## src/rtl/instr_sequencer.sv

```systemverilog
// Fetch/decode/execute controller for an 8-bit accumulator-less ISA driving a 4-entry
// register file, an external ALU and a handshaked memory port.
module instr_sequencer #(
    parameter int DATA_BUS_WIDTH = 8
) (
    input  logic                      clock,
    input  logic                      reset,
    output logic                      mem_req,
    output logic                      mem_we,
    output logic [DATA_BUS_WIDTH-1:0] mem_addr,
    output logic [DATA_BUS_WIDTH-1:0] mem_wdata,
    input  logic [DATA_BUS_WIDTH-1:0] mem_rdata,
    input  logic                      mem_ack,
    output logic                      reg_op,
    output logic [1:0]                reg_1_sel,
    output logic [1:0]                reg_2_sel,
    input  logic [DATA_BUS_WIDTH-1:0] reg_1_data,
    input  logic [DATA_BUS_WIDTH-1:0] reg_2_data,
    output logic [DATA_BUS_WIDTH-1:0] reg_wdata,
    output logic [2:0]                alu_op,
    input  logic [DATA_BUS_WIDTH-1:0] alu_result,
    input  logic                      alu_zero,
    output logic [DATA_BUS_WIDTH-1:0] pc,
    output logic                      halted,
    output logic                      illegal
);
    // state     | meaning
    // FETCH     | read opcode byte at pc      FETCH_IMM | read immediate byte at pc
    // DECODE    | pick imm fetch/exec/halt    EXEC      | one-cycle execute
    // MEM       | LD/ST data access           WB        | write loaded byte to rd
    // HALT      | parked until reset
    typedef enum logic [2:0] {
        S_FETCH, S_DECODE, S_FETCH_IMM, S_EXEC, S_MEM, S_WB, S_HALT
    } state_t;

    localparam logic [3:0] OP_LDI  = 4'h1;
    localparam logic [3:0] OP_MOV  = 4'h2;
    localparam logic [3:0] OP_ADD  = 4'h3;
    localparam logic [3:0] OP_SUB  = 4'h4;
    localparam logic [3:0] OP_AND  = 4'h5;
    localparam logic [3:0] OP_OR   = 4'h6;
    localparam logic [3:0] OP_XOR  = 4'h7;
    localparam logic [3:0] OP_LD   = 4'h8;
    localparam logic [3:0] OP_ST   = 4'h9;
    localparam logic [3:0] OP_JMP  = 4'hA;
    localparam logic [3:0] OP_JZ   = 4'hB;
    localparam logic [3:0] OP_HALT = 4'hF;
    localparam logic [DATA_BUS_WIDTH-1:0] PC_STEP = 1;

    state_t                    state_q, state_d;
    logic [DATA_BUS_WIDTH-1:0] pc_q, pc_d;
    logic [DATA_BUS_WIDTH-1:0] ir_q, ir_d;
    logic [DATA_BUS_WIDTH-1:0] imm_q, imm_d;
    logic [DATA_BUS_WIDTH-1:0] mdr_q, mdr_d;
    logic                      zflag_q, zflag_d;

    logic                      req_c, we_c, reg_op_c, halted_c, illegal_c;
    logic [DATA_BUS_WIDTH-1:0] addr_c, wdata_c, reg_wdata_c;
    logic [2:0]                alu_op_c;
    logic [3:0]                opcode;

    assign opcode    = ir_q[7:4];
    assign reg_1_sel = ir_q[3:2];
    assign reg_2_sel = ir_q[1:0];

    always_ff @(posedge clock) begin
        if (!reset) begin
            state_q <= S_FETCH;
            pc_q    <= '0;
            ir_q    <= '0;
            imm_q   <= '0;
            mdr_q   <= '0;
            zflag_q <= 1'b0;
        end else begin
            state_q <= state_d;
            pc_q    <= pc_d;
            ir_q    <= ir_d;
            imm_q   <= imm_d;
            mdr_q   <= mdr_d;
            zflag_q <= zflag_d;
        end
    end

    always_comb begin
        state_d     = state_q;
        pc_d        = pc_q;
        ir_d        = ir_q;
        imm_d       = imm_q;
        mdr_d       = mdr_q;
        zflag_d     = zflag_q;
        req_c       = 1'b0;
        we_c        = 1'b0;
        addr_c      = pc_q;
        wdata_c     = '0;
        reg_op_c    = 1'b0;
        reg_wdata_c = '0;
        alu_op_c    = 3'd0;
        halted_c    = 1'b0;
        illegal_c   = 1'b0;

        case (state_q)
            S_FETCH: begin
                req_c = 1'b1;
                if (mem_ack) begin
                    ir_d    = mem_rdata;
                    pc_d    = pc_q + PC_STEP;
                    state_d = S_DECODE;
                end
            end
            S_DECODE: begin
                case (opcode)
                    OP_LDI, OP_JMP, OP_JZ: state_d = S_FETCH_IMM;
                    OP_HALT:               state_d = S_HALT;
                    default:               state_d = S_EXEC;
                endcase
            end
            S_FETCH_IMM: begin
                req_c = 1'b1;
                if (mem_ack) begin
                    imm_d   = mem_rdata;
                    pc_d    = pc_q + PC_STEP;
                    state_d = S_EXEC;
                end
            end
            S_EXEC: begin
                state_d = S_FETCH;
                case (opcode)
                    OP_LDI: begin
                        reg_op_c    = 1'b1;
                        reg_wdata_c = imm_q;
                    end
                    OP_MOV: begin
                        reg_op_c    = 1'b1;
                        reg_wdata_c = reg_2_data;
                    end
                    OP_ADD, OP_SUB, OP_AND, OP_OR, OP_XOR: begin
                        // opcodes 3..7 map straight onto ALU codes 0..4
                        reg_op_c    = 1'b1;
                        alu_op_c    = opcode[2:0] - 3'd3;
                        reg_wdata_c = alu_result;
                        zflag_d     = alu_zero;
                    end
                    OP_JMP: pc_d = imm_q;
                    OP_JZ: begin
                        if (zflag_q) pc_d = imm_q;
                    end
                    OP_LD, OP_ST: state_d = S_MEM;
                    4'hC, 4'hD, 4'hE: illegal_c = 1'b1;
                    default: ;
                endcase
            end
            S_MEM: begin
                req_c   = 1'b1;
                we_c    = (opcode == OP_ST);
                addr_c  = reg_2_data;
                wdata_c = reg_1_data;
                if (mem_ack) begin
                    if (opcode == OP_ST) begin
                        state_d = S_FETCH;
                    end else begin
                        mdr_d   = mem_rdata;
                        state_d = S_WB;
                    end
                end
            end
            S_WB: begin
                reg_op_c    = 1'b1;
                reg_wdata_c = mdr_q;
                state_d     = S_FETCH;
            end
            S_HALT:  halted_c = 1'b1;
            default: state_d = S_FETCH;
        endcase
    end

    // Reset masks the strobes so a request in flight drops while reset is held.
    assign mem_req   = req_c & reset;
    assign mem_we    = we_c & reset;
    assign reg_op    = reg_op_c & reset;
    assign halted    = halted_c & reset;
    assign illegal   = illegal_c & reset;
    assign mem_addr  = addr_c;
    assign mem_wdata = wdata_c;
    assign reg_wdata = reg_wdata_c;
    assign alu_op    = alu_op_c;
    assign pc        = pc_q;
endmodule

```

## config.mk

```make
export PLATFORM = sky130hd
export DESIGN_NAME = instr_sequencer
export DESIGN_NICKNAME = d
export VERILOG_FILES = /design/src/rtl/instr_sequencer.sv
export SDC_FILE = /design/constraint.sdc
export NUM_CORES = 1
export LEC_CHECK = 0
export ABC_AREA = 1
export BUFFER_PORTS_ARGS = -buffer_cell sky130_fd_sc_hd__clkbuf_2
export CORE_MARGIN = 2
export CORE_UTILIZATION = 45
export DETAILED_ROUTE_END_ITERATION = 10
export HOLD_SLACK_MARGIN = 0.1
export PLACE_DENSITY = 0.86
export SLEW_MARGIN = 5
export SYNTH_ARGS = -nofsm -noshare
export SYNTH_HDL_FRONTEND = slang
export SYNTH_SLANG_ARGS = --single-unit
```

## constraint.sdc

```tcl
create_clock -name clock -period 1.3 [get_ports clock]
set_input_delay 0 -clock clock [delete_from_list [all_inputs] [get_ports clock]]
set_output_delay 0 -clock clock [all_outputs]
set_load 0.01 [all_outputs]
```

# Word level (Yosys, flattened, before mapping)

Index checks and enable logic that the tools add are counted.

Flip-flop bits (word level): 36
Memory bits (writable): 0
Bits in read-only memories: 0
Logic and storage cells: 81
Latch bits: 0
Output and inout port bits: 44
Bits of input ports: 36
Memories: 0

Add/subtract/negate cells: 2
$mul: 0
Bitwise gates (word level): 7
Equal/unequal tests: 27
Shifts and indexed selects: 0
Reductions and logical operators: 15
Order comparisons: 0
Div/mod/pow operators: 0
Multiplexer cells: 24

Operators with widths:

| kind                                                                   | number |
|---|---|
| 8-bit one-hot mux with 2 select lines                                  | 3 |
| 4-bit equality test (second input constant)                            | 8 |
| 8-bit 2-to-1 mux                                                       | 4 |
| 8-bit one-hot mux with 3 select lines                                  | 1 |
| 3-bit 2-to-1 mux                                                       | 7 |
| 3-bit one-hot mux with 6 select lines                                  | 1 |
| 4-bit by 3-bit equality test with 1-bit output (second input constant) | 4 |
| 3-bit equality test (second input constant)                            | 3 |
| 3-bit OR reduction                                                     | 3 |
| 8-bit by 1-bit adder with 8-bit output (second input constant)         | 1 |
| 4-bit by 2-bit equality test with 1-bit output (second input constant) | 2 |
| 4-bit AND reduction                                                    | 2 |
| 7-bit OR reduction                                                     | 1 |
| 3-bit by 2-bit equality test with 1-bit output (second input constant) | 2 |
| 1-bit 2-to-1 mux                                                       | 6 |
| 2-bit != test (second input constant)                                  | 3 |
| 3-bit one-hot mux with 2 select lines                                  | 1 |
| 2-bit AND reduction                                                    | 3 |
| 1-bit AND                                                              | 5 |
| 5-bit OR reduction                                                     | 1 |
| 4-bit by 1-bit equality test with 1-bit output (second input constant) | 1 |
| 2-bit OR reduction                                                     | 2 |
| 3-bit by 1-bit equality test with 1-bit output (second input constant) | 1 |
| 3-bit logical NOT                                                      | 1 |
| 8 further kinds                                                        | 9 |

# Depth between registers and ports, before layout

Word-level depth: 5
Gate-level depth with buffers: 11
Mapped depth without buffers: 10

# Worst setup path after synthesis

No wires, ideal clock.

Path type: register to register
Start: register ir_q[4]
End: register pc_q[7] (netlist: pc[7])
Period minus slack after synthesis: 1.385 ns
Arrival time: 1.253 ns
Setup time: 0.132 ns
Stages on the path, launching flop included: 12
Required time: 1.168 ns
Buffers on the path: 1
Path slack: -0.085 ns
Cell sequence: dfxtp_1 inv_1 ha_1 inv_1 nand2_1 nand3_2 nand2_4 nand2_2 buf_6 nor2_4 nand2_1 a21oi_2

Word-level cells in the longest chain between the ends: 3
Elaborated cells on any way between the ends: 7
Those cells by class: eq/ne (4); mux (2); reduce/logical (1)

Ends and longest elaborated chain:

| what                                                                         | line | RTL |
|---|---|---|
| from (decl)                                                                  | 52   | `logic [DATA_BUS_WIDTH-1:0] ir_q, ir_d;` |
| from (signal assigned)                                                       | 77   | `ir_q <= ir_d;` |
| 4-bit equality test                                                          | 127  | `case (opcode)` |
| 8-bit one-hot mux with 2 select lines (tied with other cells)                | 127  |  |
| 8-bit one-hot mux with 2 select lines or 4-bit AND reduction (tied branches) | -    |  |
| to (signal assigned)                                                         | 76   | `pc_q <= pc_d;` |
| to (decl)                                                                    | 51   | `logic [DATA_BUS_WIDTH-1:0] pc_q, pc_d;` |

Parallel ways exist; a longest one is shown, timed or not.
A chain may end at the register's enable or synchronous reset.

# Worst setup path after layout

Start: register ir_q[4]
End: output port reg_wdata[4]

Word-level cells in the longest chain between the ends: 4
Elaborated cells on any way between the ends: 10
Those cells by class: eq/ne (7); mux (2); reduce/logical (1)

Ends and longest elaborated chain:

| what                                                                                                             | line | RTL |
|---|---|---|
| 4-bit by 2-bit equality test with 1-bit output or 4-bit by 3-bit equality test with 1-bit output (tied branches) | 127  |  |
| 5-bit OR reduction                                                                                               | 127  |  |
| 8-bit one-hot mux with 3 select lines (*)                                                                        | 127  |  |
| 8-bit one-hot mux with 2 select lines (*)                                                                        | 101  | `case (state_q)` |
| to (decl)                                                                                                        | 19   | `output logic [DATA_BUS_WIDTH-1:0] reg_wdata,` |

Every way passes the cells marked *; elsewhere a longest branch is shown, timed or not.

==> impl_metrics.env <==
export IMPL_dp_cells=548
export IMPL_endpoint_kind="output port"
export IMPL_htreeDepth=2
export IMPL_start_util=0.460
export IMPL_layout_nets=545
export IMPL_path_cells="inv_4, ha_2, buf_4, nand2_2, inv_1, buf_4, nand2_1, nand3_1, nand2_1, nand2_1, clkbuf_2"
export IMPL_crit_type="register to output port"
export IMPL_syn_area_um2=2300
export IMPL_r2r_slack_ps=-350
export IMPL_synth_area_leaders="dfxtp_1 31%, nand2_1 13%, nor2_1 10%, inv_1 8.0%, o21ai_0 7.4%"
export IMPL_cp_max_fo=4
export IMPL_drive_gt1_frac=0.486
export IMPL_synthArstFlopShare=0
export IMPL_whs_endpoint="pc[6]"
export IMPL_pwr_share_seq=0.406
export IMPL_ys_types=35
export IMPL_vias=3291
export IMPL_syn_nets=410
export IMPL_numCtsBuffers=5
export IMPL_vias_per_cell=5.73
export IMPL_synthFlopType="dfxtp_1"
export IMPL_switching_share=0.358
export IMPL_grt_pass1_vias=2695
export IMPL_final_setup_viol_count=59
export IMPL_grt_overflow=0
export IMPL_hold_viol=0
export IMPL_tightest_slew_ps=366
export IMPL_fmax_ghz=0.528
export IMPL_core_area_um2=5010
export IMPL_synth_edf_count=0
export IMPL_outcome="finished with violations"
export IMPL_dr_first_iter_drc_count=426
export IMPL_internal_power_mw=1.97
export IMPL_ioPinCount=80
export IMPL_gp_congestion=0.980
export IMPL_pre_cts_ws_ps=-220
export IMPL_cts_clk_slew_worst_paths_ps=70
export IMPL_die_y_um=75.5
export IMPL_yosysWarnings=0
export IMPL_post_route_period_util=1.46
export IMPL_p_per_area_nw_per_um2=796
export IMPL_ant_nets=0
export IMPL_fillers=339
export IMPL_fin_cells=574
export IMPL_timing_rr_end="state_q[2]"
export IMPL_crit_path_start_kind="register"
export IMPL_irDropWorstVdd_mv=0.972
export IMPL_post_synth_cell_area_avg_um2=6.24
export IMPL_grt_usage=0.290
export IMPL_wl_per_cell_um=18.0
export IMPL_netlist_instances=369
export IMPL_dpl_hpwl_um=5290
export IMPL_area_growth_pct=67.5
export IMPL_drv_cap=0
export IMPL_cts_sinks=36
export IMPL_p_sw_mw=1.10
export IMPL_grt_max_degree=31
export IMPL_cp_data_required_time_ps=1300
export IMPL_p_leak_nw=1.90
export IMPL_die_area_um2=5710
export IMPL_ys_ff_latch=36
export IMPL_p_comb_frac=0.334
export IMPL_fin_total_pwr_mw=3.07
export IMPL_first_pass_iters=5
export IMPL_power_share_clock=0.260
export IMPL_slew_violations=0
export IMPL_r2r_start="ir_q[4]"
export IMPL_hold_depth=4
export IMPL_cpPeakStageDelay_ps=400
export IMPL_slowest_stage="dfxtp_4"
export IMPL_antenna_found_initial=0
export IMPL_violations="negative setup slack"
export IMPL_hp_class="primary input to register"
export IMPL_slew_limit_headroom=0.756
export IMPL_drc=0
export IMPL_grt_pass1_wl_um=12400
export IMPL_grt_setup_unrepaired="yes"
export IMPL_cp_arrival_ps=1890
export IMPL_die_x_um=75.5
export IMPL_cts_root_buf="clkbuf_8"
export IMPL_setup_tns_ps=-13360
export IMPL_setup_slack_ps=-594
export IMPL_ff2ff_path_depth=8
export IMPL_yosysTopAreaCellShare=0.313
export IMPL_port_buffers=79
export IMPL_wl_um=10300
export IMPL_synth_top_cell_by_area="dfxtp_1"
export IMPL_path_common_cell="nand2_1"
export IMPL_skew_ps=7.47
export IMPL_num_antenna_cells=0
export IMPL_num_rows=26
export IMPL_clk_latency_ps=310
export IMPL_ys_seq_area_frac=0.313
export IMPL_cts_max_path_buffers=2
export IMPL_hp_start="reset"
export IMPL_period_minus_slack_ps=1890
export IMPL_cts_tree="done"
==> through the flow <==
stage | instance area [µm²] | util | hold slack, ps
final | 3860 | 0.770 | 197
after global routing | 3860 | 0.770 | 200
after CTS | 3430 | 0.684 | 145
after detailed placement | 3050 | 0.609 | 268
after global placement | 3050 | 0.609 | 266
after floorplan | 2310 | - | 87.1
==> repair_timing <==
item	4_1_cts	5_1_grt
pin swaps	11	17
setup endpoints to repair	52	67
setup buffers	4	5
cloned	1	1
hold buffers	9	0
hold endpoints to repair	25	0
gates resized for setup	64	132
==> routing by layer <==
metal  vias to the layer above  global-route usage  wire [µm]
met4                         0               0.148        741
met1                      1485               0.332       3640
li1                       1440                   -          -
met3                        95              0.0622       1070
met2                       271               0.507       4890
met5                         -                   0          0
==> critical path, delay by kind of cell, from the launching register on <==
family | cells | cell delay [ps]
buffers and inverters | 5 | 550
adders and majority gates | 1 | 190
DFF | 1 | 400
and+or+nand+nor | 5 | 430
==> cells by family after synthesis <==
family,synth area share
buffers and inverters,0.129
adder cells (fa/ha/maj),0.0272
flip-flops,0.313
AO/OA/AOI/OAI,0.177
AND/OR/NAND/NOR,0.354
==> worst max-delay path by stage <==
| stage | startpoint | endpoint | slack, ps | depth (start not counted) |
|---|---|---|---|---|
| after floorplan | ir_q[4] | pc[7] | -40 | 10 |
| after global placement | ir_q[5] | reg_op | -170 | 11 |
| after detailed placement | ir_q[5] | reg_op | -220 | 11 |
| after CTS | ir_q[4] | reg_wdata[2] | -440 | 9 |
| after global routing | ir_q[4] | reg_wdata[4] | -630 | 11 |
| final | ir_q[4] | reg_wdata[4] | -590 | 11 |
==> power groups by stage <==
stage          clock network (mW)  logic [mW]  registers [mW]
2_1_floorplan                   0       0.389            1.24
3_3_place_gp                    0       0.648            1.24
3_5_place_dp                    0       0.665            1.25
4_1_cts                     0.769       0.787            1.22
5_1_grt                     0.845        1.08            1.25
6_report                    0.800        1.03            1.25
==> cell type report <==
class	count	area (µm²)	share of cell area
multi-input combinational	263	1660	0.431
timing repair buffer	143	1050	0.273
sequential	36	742	0.192
inverter	55	234	0.0606
tap	70	87.6	0.0227
clock buffer	6	72.6	0.0188
clock inverter	1	5.00	0.00130
==> synthesized netlist by cell type (all sizes together) (4+ instances only) <==
cell type  count
a21oi         21
buf           10
clkbuf         5
dfxtp         36
ha             5
inv           54
nand2         83
nand3         19
nor2          70
nor3           5
o21ai         47
o22ai          4
==> sequential cells by signal, summed over array words and instances (netlist names) <==
name	flops
mdr_q	8
pc	8
zflag_q	1
imm_q	8
ir_q	8
state_q	3
==> cell usage in the layout (no fill, tap or decap), drive strengths merged <==
| master | synthesis | final |
|---|---|---|
| a2111oi | 1 | 1 |
| a21oi | 21 | 21 |
| a22oi | 1 | 1 |
| buf | 10 | 77 |
| clkbuf | 5 | 63 |
| clkinv | 1 | 2 |
| dfxtp | 36 | 36 |
| dlygate4sd3 | 0 | 9 |
| ha | 5 | 5 |
| inv | 54 | 54 |
| nand2 | 83 | 83 |
| nand3 | 19 | 19 |
| nand3b | 1 | 1 |
| nand4 | 3 | 3 |
| nor2 | 70 | 70 |
| nor3 | 5 | 5 |
| nor4 | 1 | 1 |
| o211ai | 2 | 2 |
| o21ai | 47 | 47 |
| o22ai | 4 | 4 |
(Power assumes the default switching activity.)
